**src/rtl/mux4_rr_arbiter_pkg.sv**
```systemverilog
// Shared types and helpers for the four-source round-robin mux arbiter.
// Holds the FSM encoding, source/select widths and the 4:1 select mapping.
package mux4_arb_pkg;

  localparam int unsigned NUM_REQ = 4;
  localparam int unsigned SEL_W   = 2;

  typedef enum logic {
    ST_IDLE  = 1'b0,
    ST_GRANT = 1'b1
  } state_t;

  function automatic logic [NUM_REQ-1:0] onehot(input logic [SEL_W-1:0] idx);
    onehot      = '0;
    onehot[idx] = 1'b1;
  endfunction

  // Same mapping as the 4:1 gate mux: 00->a, 01->b, 10->c, 11->d.
  function automatic logic mux4(input logic [NUM_REQ-1:0] d, input logic [SEL_W-1:0] sel);
    case (sel)
      2'b00:   mux4 = d[0];
      2'b01:   mux4 = d[1];
      2'b10:   mux4 = d[2];
      default: mux4 = d[3];
    endcase
  endfunction

endpackage

```
**src/rtl/mux4_rr_arbiter_if.sv**
```systemverilog
// Request/data/grant bundle between the four sources and the arbiter.
// Sources use the master modport; the arbiter uses the slave modport.
interface mux4_rr_arbiter_if;
  import mux4_arb_pkg::*;

  logic [NUM_REQ-1:0] req;
  logic [NUM_REQ-1:0] din;
  logic [NUM_REQ-1:0] gnt;
  logic               s1;
  logic               s0;
  logic               y;
  logic               y_valid;

  modport master (output req, din, input gnt, s1, s0, y, y_valid);
  modport slave  (input req, din, output gnt, s1, s0, y, y_valid);

endinterface

```
**src/rtl/mux4_rr_arbiter_rr_pick4.sv**
```systemverilog
// Combinational rotating-priority picker: scans start+1, start+2, start+3, start.
// Reports the first set request bit as winner and whether any bit was set.
module rr_pick4
  import mux4_arb_pkg::*;
(
  input  logic [NUM_REQ-1:0] req,
  input  logic [SEL_W-1:0]   start,
  output logic [SEL_W-1:0]   winner,
  output logic               any
);

  logic [SEL_W-1:0] idx;

  always_comb begin
    winner = '0;
    any    = 1'b0;
    idx    = '0;
    for (int unsigned k = 1; k <= NUM_REQ; k++) begin
      idx = SEL_W'(start + k);
      if (!any && req[idx]) begin
        winner = idx;
        any    = 1'b1;
      end
    end
  end

endmodule

```
**src/rtl/mux4_rr_arbiter.sv**
```systemverilog
// Round-robin arbiter owning the shared 4:1 one-bit mux; registers gnt, selects and y.
// Define MUX4_ARB_FIXED_PRIO_EN for fixed priority (source 0 highest) instead of round-robin.
module mux4_rr_arbiter
  import mux4_arb_pkg::*;
#(
  parameter int unsigned QUANTUM = 4,
  parameter int unsigned CNT_W   = 4
) (
  input  logic                clk,
  input  logic                rst,
  mux4_rr_arbiter_if.slave    bus
);

  localparam logic [CNT_W-1:0] RELOAD = CNT_W'(QUANTUM - 1);

  state_t             state_q, state_d;
  logic [NUM_REQ-1:0] gnt_q, gnt_d;
  logic [SEL_W-1:0]   sel_q, sel_d;
  logic [SEL_W-1:0]   ptr_q, ptr_d;
  logic [CNT_W-1:0]   cnt_q, cnt_d;
  logic               y_q, y_d;
  logic               yv_q, yv_d;

  logic [SEL_W-1:0]   start;
  logic [SEL_W-1:0]   winner;
  logic               any;
  logic               owner_req;
  logic               others;
  logic               load;

`ifdef MUX4_ARB_FIXED_PRIO_EN
  // Starting the scan after index 3 makes the picker strictly 0,1,2,3.
  assign start = 2'd3;
`else
  assign start = ptr_q;
`endif

  rr_pick4 u_pick (
    .req    (bus.req),
    .start  (start),
    .winner (winner),
    .any    (any)
  );

  assign owner_req = bus.req[sel_q];
  assign others    = |(bus.req & ~gnt_q);

  always_comb begin
    state_d = state_q;
    gnt_d   = gnt_q;
    sel_d   = sel_q;
    ptr_d   = ptr_q;
    cnt_d   = cnt_q;
    y_d     = y_q;
    yv_d    = 1'b0;
    load    = 1'b0;

    case (state_q)
      ST_IDLE: begin
        load = any;
      end
      default: begin
        y_d  = mux4(bus.din, sel_q);
        yv_d = owner_req;
        if (owner_req && !(cnt_q == '0 && others)) begin
          // Expiry with nobody else waiting re-grants in place.
          cnt_d = (cnt_q == '0) ? RELOAD : cnt_q - CNT_W'(1);
        end else if (any) begin
          load = 1'b1;
        end else begin
          state_d = ST_IDLE;
          gnt_d   = '0;
        end
      end
    endcase

    if (load) begin
      state_d = ST_GRANT;
      gnt_d   = onehot(winner);
      sel_d   = winner;
      ptr_d   = winner;
      cnt_d   = RELOAD;
    end
  end

  always_ff @(posedge clk or posedge rst) begin
    if (rst) begin
      state_q <= ST_IDLE;
      gnt_q   <= '0;
      sel_q   <= '0;
      ptr_q   <= 2'd3;
      cnt_q   <= '0;
      y_q     <= 1'b0;
      yv_q    <= 1'b0;
    end else begin
      state_q <= state_d;
      gnt_q   <= gnt_d;
      sel_q   <= sel_d;
      ptr_q   <= ptr_d;
      cnt_q   <= cnt_d;
      y_q     <= y_d;
      yv_q    <= yv_d;
    end
  end

  assign bus.gnt     = gnt_q;
  assign bus.s1      = sel_q[1];
  assign bus.s0      = sel_q[0];
  assign bus.y       = y_q;
  assign bus.y_valid = yv_q;

endmodule
```
**src/flat_wrapper.sv**
```systemverilog
// flat-port wrapper written by rule: the top's interface ports become plain ports
module mux4_rr_arbiter_flat import mux4_arb_pkg::*;
#(
  parameter int unsigned QUANTUM = 4,
  parameter int unsigned CNT_W   = 4
)
  (clk, rst, bus_req, bus_din, bus_gnt, bus_s1, bus_s0, bus_y, bus_y_valid);
  mux4_rr_arbiter_if bus_i ();
  input  logic clk;
  input  logic rst;
  input wire logic [$bits(bus_i.req)-1:0] bus_req;
  input wire logic [$bits(bus_i.din)-1:0] bus_din;
  output wire logic [$bits(bus_i.gnt)-1:0] bus_gnt;
  output wire logic [$bits(bus_i.s1)-1:0] bus_s1;
  output wire logic [$bits(bus_i.s0)-1:0] bus_s0;
  output wire logic [$bits(bus_i.y)-1:0] bus_y;
  output wire logic [$bits(bus_i.y_valid)-1:0] bus_y_valid;
  assign bus_i.req = bus_req;
  assign bus_i.din = bus_din;
  assign bus_gnt = bus_i.gnt;
  assign bus_s1 = bus_i.s1;
  assign bus_s0 = bus_i.s0;
  assign bus_y = bus_i.y;
  assign bus_y_valid = bus_i.y_valid;
  mux4_rr_arbiter #(.QUANTUM(QUANTUM), .CNT_W(CNT_W)) u_core (.clk(clk), .rst(rst), .bus(bus_i));
endmodule
```
**config.mk**
```make
export PLATFORM = sky130hd
export DESIGN_NAME = mux4_rr_arbiter_flat
export DESIGN_NICKNAME = d
export VERILOG_FILES = /design/src/rtl/mux4_rr_arbiter_pkg.sv /design/src/rtl/mux4_rr_arbiter_if.sv /design/src/rtl/mux4_rr_arbiter_rr_pick4.sv /design/src/rtl/mux4_rr_arbiter.sv /design/src/flat_wrapper.sv
export SDC_FILE = /design/constraint.sdc
export NUM_CORES = 1
export LEC_CHECK = 0
export BUFFER_PORTS_ARGS = -buffer_cell sky130_fd_sc_hd__buf_2
export CORE_AREA = 2 2 43 45
export DETAILED_ROUTE_END_ITERATION = 8
export DIE_AREA = 0 0 45 47
export PLACE_DENSITY = 0.8
export SYNTH_ARGS = -nofsm -noshare
export SYNTH_HDL_FRONTEND = slang
export SYNTH_SLANG_ARGS = --single-unit
```
**constraint.sdc**
```tcl
create_clock -name clk -period 3.35 [get_ports clk]
set_input_delay 0.1675 -clock clk [delete_from_list [all_inputs] [get_ports clk]]
set_output_delay 0.1675 -clock clk [all_outputs]
set_load 0.1 [all_outputs]
```
==> impl_results.md, run 1 <==
- DRC viols: 0
- Setup Buffers After CTS: 0
- Die area: 2120 sq um
- Worst hold start: bus_req[1]
- Hold Path Sink: u_core.state_q
- Setup TNS Final: 0 ns
- Initial antenna violation count: 0
- Max-cap violations: 0
- Via count: 652
- Yosys reg bits: 15
- Final Max Slew Viols: 0
- Reg2Reg Setup Slack: 1.29 ns
- Status: completed
- Final period util: 0.615
- Share of cells above drive strength 1: 0.398
- Avg Inst Size Synth: 12.2 sq um
- Register Area: 378 sq um
- Final setup margin: 1.29 ns
- GRT overflow: 0
- PortBufs: 17
- Crit Reg-Reg Startpoint: u_core.cnt_q[0]
- Wirelength per Cell: 15.1 um
- Initial core utilization: 0.524
- Library cells used by synthesis: 30
- Worst hold slack: 0.221 ns
- Antenna cell count: 0
- Post-Syn Area: 866 sq um
- Global-route wire length before repair: 2800 um
- CTS buffer count: 3
- Clock Skew: 0.00318 ns
- CP Class: reg -> reg
- Crit Reg-Reg Endpoint: u_core.sel_q[1]
- Worst-path maximum fanout: 8
- Final Critical Period: 2.06 ns
- Sequential-to-total area share from yosys stat: 0.436
- Post-route antenna net violation count: 0
- Synth Instances: 71
- Startpoint Class: register
- Commonest non-fill, non-tap cell in the layout: buf_2
- CTS max path bufs: 2
- FMAX: 485 MHz
- Die Y: 47 um
- Setup WS pre-CTS: 1.31 ns
- WP data arrival: 2.25 ns
- Initial DRC Count: 14
- Slew Limit Headroom: 0.636
- Filler Cell Count: 144
- Clock Sinks: 15
- Commonest cells after routing, fill and taps aside: buf_2 (17), dfrtp_1 (13), inv_1 (7), mux2i_1 (7)
- Syn nets: 83
- Unrepaired setup endpoints after global routing: false
- CP Data Required Time: 3.53 ns
- CP endpoint kind: register
- Crit path launch: u_core.cnt_q[0]
- Worst-skew pair later-pin latency: 0.29 ns
- Number of global-route vias before repair: 644
- Total Wirelength: 1670 um
- GRT Overall Usage: 0.189
- Multi-input logic area: 462 sq um
- Final setup vio count: 0
- H-tree Lvls: 1
- Slew at the pin closest to its max-slew limit: 0.546 ns
- Area delta synth->final: 16.6%
- Placed wire-length estimate: 1300 um
- # IOs: 18
- Syn. warnings: 0
- Clock-pin slew on the worst setup and hold paths: 0.09 ns
- Hold Crit Depth: 3
- Fin. Hold Viols: 0
- Via density: 5.93
- 1st-pass router iterations: 4
- Clock root buffer: clkbuf_4
- HP Class: in -> reg
- Post-layout net count: 106
- Path depth of the worst reg2reg path: 6
- Die span in x: 45 um
- Core Area: 1650 sq um
- FP Rows: 15
- CTS tree: done
- Largest net degree at the start of global routing: 16
- GPL Wtd Cong: 0.854
[per-stage QoR]
step / util / area [sq um] / std cells
after CTS: 0.611 / 1010 / 110
after global routing: 0.611 / 1010 / 110
after detailed placement: 0.589 / 972 / 105
after floorplan: - / 866 / 71
after global placement: 0.589 / 972 / 105
final: 0.611 / 1010 / 110
[cell usage after synthesis (all sizes together)]
master,count,area (sq um)
dfrtp,13,325
a21oi,7,46.3
inv,7,26.3
mux2i,7,70.1
nand2b,6,37.5
a32o,4,43.8
mux2,3,41.3
o22ai,3,32.5
dfstp,2,52.6
ha,2,25.0
nor2,2,7.51
or2,2,12.5
or3b,2,20.0
a21bo,1,10.0
a31o,1,8.76
a32oi,1,8.76
a41o,1,21.3
mux4,1,22.5
nand2,1,3.75
nand3,1,5.00
nor4,1,21.3
o22a,1,8.76
o2bb2ai,1,8.76
or3,1,6.26
[metal layers]
metal	up-vias	global-route usage	share of wire
met5	-	0	0
met2	21	0.303	0.47
met4	0	0.0706	0.021
li1	315	-	-
met1	311	0.251	0.46
met3	5	0.0462	0.045
[cell families after synthesis]
| logic type | count (synthesis) | share of synthesized area |
|---|---|---|
| buffers and inverters | 7 | 0.0304 |
| AND/OR/NAND/NOR | 16 | 0.132 |
| multiplexers | 11 | 0.155 |
| adder cells (fa/ha/maj) | 2 | 0.0289 |
| flip-flops | 15 | 0.436 |
| AO/OA/AOI/OAI | 20 | 0.218 |
[registers in the layout, indices dropped and copies added (netlist names)]
name,count
u_core.ptr_q,2
u_core.cnt_q,4
u_core.bus.gnt,4
u_core.bus.y_valid,1
u_core.bus.y,1
u_core.sel_q,2
u_core.state_q,1
[how the worst max path moves through the flow]
stage	endpoint	depth (start not counted)
final	u_core.sel_q[1]	6
after global routing	u_core.sel_q[0]	6
after CTS	u_core.sel_q[1]	6
after detailed placement	u_core.sel_q[1]	6
after global placement	u_core.sel_q[1]	6
after floorplan	u_core.sel_q[0]	4
[worst max-delay path, stage by stage (launching register included)]
cell	delay, ns
dfrtp_1	0.40
inv_1	0.11
ha_1	0.16
or3b_4	0.39
a41o_4	0.27
a21oi_4	0.30
mux2_4	0.33
[area by class of cell]
cell class	instances	share of cell area
inverters	7	0.0260
clock inverters	1	0.00496
multi-input cells	49	0.457
clock buffers	3	0.0223
flip-flops and latches	15	0.374
repair buffers	18	0.0942
well taps	17	0.0211
[timing repair]
item | 4_1_cts | 5_1_grt
hold endpoints to repair | 13 | 0
endpoints found under the setup margin | 0 | 0
resized for setup | 0 | 0
hold buffers | 1 | 0
Power of run 1 is not shown: default switching activity piles up to over one toggle a cycle in this logic, so the estimate is an artifact.
==> run 2: changes to the inputs <==
--- a/config.mk
+++ b/config.mk
@@ -6,10 +6,10 @@
 export NUM_CORES = 1
 export LEC_CHECK = 0
 export BUFFER_PORTS_ARGS = -buffer_cell sky130_fd_sc_hd__buf_2
-export CORE_AREA = 2 2 43 45
+export CORE_AREA = 2 2 44 46
 export DETAILED_ROUTE_END_ITERATION = 8
-export DIE_AREA = 0 0 45 47
-export PLACE_DENSITY = 0.8
+export DIE_AREA = 0 0 46 48
+export PLACE_DENSITY = 0.77
 export SYNTH_ARGS = -nofsm -noshare
 export SYNTH_HDL_FRONTEND = slang
 export SYNTH_SLANG_ARGS = --single-unit
==> constraint.sdc (replaced) <==
create_clock -name clk -period 2 [get_ports clk]
set_input_delay 0.1 -clock clk [delete_from_list [all_inputs] [get_ports clk]]
set_output_delay 0.1 -clock clk [all_outputs]
set_load 0.1 [all_outputs]
==> impl_results.md, run 2 (synthesis results as in run 1) <==
- Commonest cells after routing, fill and taps aside: buf_2 (17), dfrtp_1 (9), mux2i_1 (7)
- CP endpoint kind: register
- GPL Wtd Cong: 0.874
- CP Data Required Time: 2.17 ns
- Multi-input logic area: 462 sq um
- Worst-path maximum fanout: 4
- Via density: 5.96
- Largest net degree at the start of global routing: 16
- Filler Cell Count: 125
- Initial antenna violation count: 0
- WP data arrival: 2.08 ns
- 1st-pass router iterations: 4
- H-tree Lvls: 1
- Slowest CP cell: dfrtp_1
- CTS buffer count: 3
- FMAX: 523 MHz
- Worst-skew pair later-pin latency: 0.28 ns
- Path depth of the worst reg2reg path: 6
- Area delta synth->final: 19.8%
- Via count: 674
- Setup TNS Final: 0 ns
- Clock Sinks: 15
- Placed wire-length estimate: 1260 um
- Commonest non-fill, non-tap cell in the layout: buf_2
- Post-layout net count: 109
- Clock Skew: 0.00511 ns
- Slew at the pin closest to its max-slew limit: 0.566 ns
- Post-route antenna net violation count: 0
- Fin. Hold Viols: 0
- Critical Path, Cell by Cell: inv_2 -> ha_1 -> or3b_4 -> a41o_4 -> a21oi_4 -> mux2_4
- Final period util: 0.956
- Die Y: 48 um
- GRT Overall Usage: 0.180
- Status: completed
- Die span in x: 46 um
- CTS tree: done
- DRC viols: 0
- Crit. path cell count: 6
- Global-route wire length before repair: 2860 um
- Antenna cell count: 0
- Crit-path max cell delay: 0.41 ns
- Final Critical Period: 1.91 ns
- Final Max Slew Viols: 0
- Startpoint Class: register
- CP Class: reg -> reg
- PortBufs: 17
- Number of global-route vias before repair: 657
- Clock-pin slew on the worst setup and hold paths: 0.09 ns
- Total Wirelength: 1640 um
- HP Class: in -> reg
- GRT overflow: 0
- Hold Crit Depth: 3
- CTS max path bufs: 2
- Slew Limit Headroom: 0.622
- Critical path's top delay family: compound AO/OA/AOI/OAI gates
- Wirelength per Cell: 14.5 um
- Die area: 2210 sq um
- Clock root buffer: clkbuf_4
- Initial core utilization: 0.513
- # IOs: 18
- Max-cap violations: 0
- Final setup vio count: 0
- FP Rows: 15
- Initial DRC Count: 6
- Unrepaired setup endpoints after global routing: false
- Register Area: 383 sq um
- Core Area: 1690 sq um
- Buffers plus inverters on the worst setup path: 1
- Share of cells above drive strength 1: 0.479
-- run 2: area by class of cell --
type,instances,area share
tap,17,0.0205
clock buffer,3,0.0217
timing repair buffer,21,0.113
multi-input combinational,49,0.445
sequential,15,0.369
clock inverter,1,0.00483
inverter,7,0.0253
-- run 2: final timing paths --
kind	startpoint	endpoint	slack (ns)
max	u_core.cnt_q[0]	u_core.sel_q[1]	0.09
min	bus_req[1]	u_core.state_q	0.17
max reg2reg	u_core.cnt_q[0]	u_core.sel_q[1]	0.09
min reg2reg	u_core.cnt_q[3]	u_core.cnt_q[3]	0.49
max in group asynchronous	rst	u_core.bus.gnt[3]	1.18
min in group asynchronous	rst	u_core.sel_q[0]	0.41
-- run 2: repair_timing --
| item | 4_1_cts | 5_1_grt |
|---|---|---|
| resized for setup | 0 | 2 |
| setup endpoints to repair | 0 | 8 |
| buffers inserted | 0 | 1 |
| endpoints found under the hold margin | 13 | 0 |
| hold buffers | 1 | 0 |
-- run 2: through the flow --
step                cells  instance area, sq um  setup slack (ns)  hold WS [ns]   util
floorplan              71                   871           0.00604     -0.000222      -
global placement      107                   992             0.104         0.174  0.587
detailed placement    107                   992            0.0591         0.183  0.587
CTS                   112                  1030            0.0421         0.153  0.610
global route          113                  1040           0.00308         0.165  0.614
finish                113                  1040            0.0873         0.167  0.614
-- run 2: metal layers --
| layer | vias to the layer above | share of wire | global-route usage |
|---|---|---|---|
| li1 | 322 | - | - |
| met1 | 334 | 0.48 | 0.235 |
| met2 | 14 | 0.47 | 0.300 |
| met3 | 4 | 0.041 | 0.0264 |
| met4 | 0 | 0.0079 | 0.0743 |
| met5 | - | 0 | 0 |
-- run 2: worst min-delay path, stage by stage --
cell    delay, ns
buf_2        0.16
nor4_4       0.08
inv_1        0.07
Power of run 2 is left out for the same reason.
==> run 3: changes to the inputs <==
==> constraint.sdc (replaced) <==
create_clock -name clk -period 2 [get_ports clk]
set_input_delay 0.4 -clock clk [delete_from_list [all_inputs] [get_ports clk]]
set_output_delay 0.4 -clock clk [all_outputs]
set_load 0.1 [all_outputs]
==> impl_results.md, run 3 (synthesis results as in run 1) <==
- CTS buffer count: 3
- Antenna cell count: 0
- Crit-path max cell delay: 0.41 ns
- Global-route wire length before repair: 2830 um
- H-tree Lvls: 1
- FP Rows: 15
- Crit path to: u_core.sel_q[1]
- Die span in x: 46 um
- Largest net degree at the start of global routing: 16
- GRT overflow: 0
- Path depth of the worst reg2reg path: 6
- Final setup margin: 0.0873 ns
- Reg2Reg Setup Slack: 0.09 ns
- HP Class: in -> async
- Unrepaired setup endpoints after global routing: false
- Initial antenna violation count: 0
- Max-cap violations: 0
- Post-layout net count: 108
- CTS tree: done
- GPL Wtd Cong: 0.874
- DRC viols: 0
- CP endpoint kind: register
- Post-route antenna net violation count: 0
- Fin. Hold Viols: 0
- Hold_buf cts: 0
- Worst-skew pair later-pin latency: 0.28 ns
- Slowest CP cell: dfrtp_1
- Die Y: 48 um
- Slew at the pin closest to its max-slew limit: 0.566 ns
- Via density: 5.98
- Placed wire-length estimate: 1260 um
- Area delta synth->final: 18.6%
- Crit path launch: u_core.cnt_q[0]
- Setup WS pre-CTS: 0.0591 ns
- Via count: 670
- Final setup vio count: 0
- Filler Cell Count: 126
- Clock-pin slew on the worst setup and hold paths: 0.10 ns
- Crit Reg-Reg Startpoint: u_core.cnt_q[0]
- Final Critical Period: 1.91 ns
- 1st-pass router iterations: 4
- Status: completed
- PortBufs: 17
- Die area: 2210 sq um
- Critical Path, Cell by Cell: inv_2 -> ha_1 -> or3b_4 -> a41o_4 -> a21oi_4 -> mux2_4
- FMAX: 523 MHz
- CP Data Required Time: 2.17 ns
- Initial DRC Count: 6
- Commonest non-fill, non-tap cell in the layout: buf_2
- WP data arrival: 2.08 ns
- Initial core utilization: 0.513
- CTS max path bufs: 2
- # IOs: 18
- Setup TNS Final: 0 ns
- Number of global-route vias before repair: 645
- Crit Reg-Reg Endpoint: u_core.sel_q[1]
- Commonest cells after routing, fill and taps aside: buf_2 (17), dfrtp_1 (9), mux2i_1 (7)
- Clock root buffer: clkbuf_4
- Worst-path maximum fanout: 4
- Total Wirelength: 1630 um
- Share of cells above drive strength 1: 0.484
- Final Max Slew Viols: 0
- Final period util: 0.956
- Slew Limit Headroom: 0.623
- CP Class: reg -> reg
- Clock Skew: 0.00511 ns
- Startpoint Class: register
- Clock Sinks: 15
- Wirelength per Cell: 14.5 um
- GRT Overall Usage: 0.179
- Core Area: 1690 sq um
-- run 3: worst min path at each step --
stage,startpoint,end
after global routing,rst,u_core.state_q
after floorplan,rst,u_core.bus.gnt[0]
final,rst,u_core.sel_q[0]
after CTS,rst,u_core.state_q
after detailed placement,rst,u_core.state_q
after global placement,rst,u_core.bus.y
-- run 3: layout make-up --
class / count / area (sq um) / area share
repair buffers: 20 / 108 / 0.105
multi-input cells: 49 / 462 / 0.449
flip-flops and latches: 15 / 383 / 0.373
inverters: 7 / 26.3 / 0.0256
well taps: 17 / 21.3 / 0.0207
clock inverters: 1 / 5.00 / 0.00487
clock buffers: 3 / 22.5 / 0.0219
-- run 3: what timing repair did --
action	4_1_cts	5_1_grt
endpoints found under the setup margin	0	8
gates resized for setup	0	2
setup buffers	0	1
-- run 3: stage by stage --
stage | std cells | instance area (sq um) | util | hold WS, ns
floorplan | 71 | 871 | - | 0.300
global placement | 107 | 992 | 0.587 | 0.474
detailed placement | 107 | 992 | 0.587 | 0.483
CTS | 111 | 1020 | 0.604 | 0.170
global route | 112 | 1030 | 0.608 | 0.202
finish | 112 | 1030 | 0.608 | 0.155
-- run 3: critical path: cells and delay by family (launching register included) --
kind / cells / cell delay [ns]
AO/OA/AOI/OAI: 2 / 0.46
buffers and inverters: 1 / 0.08
multiplexers: 1 / 0.31
adder cells (fa/ha/maj): 1 / 0.16
flip-flops: 1 / 0.41
AND/OR/NAND/NOR: 1 / 0.39
-- run 3: routing by layer --
metal,track usage,up-vias,part of all wire
met3,0.0264,4,0.042
li1,-,320,-
met4,0.0743,0,0.0080
met5,0,-,0
met1,0.235,332,0.48
met2,0.294,14,0.47
Power of run 3 is left out for the same reason.
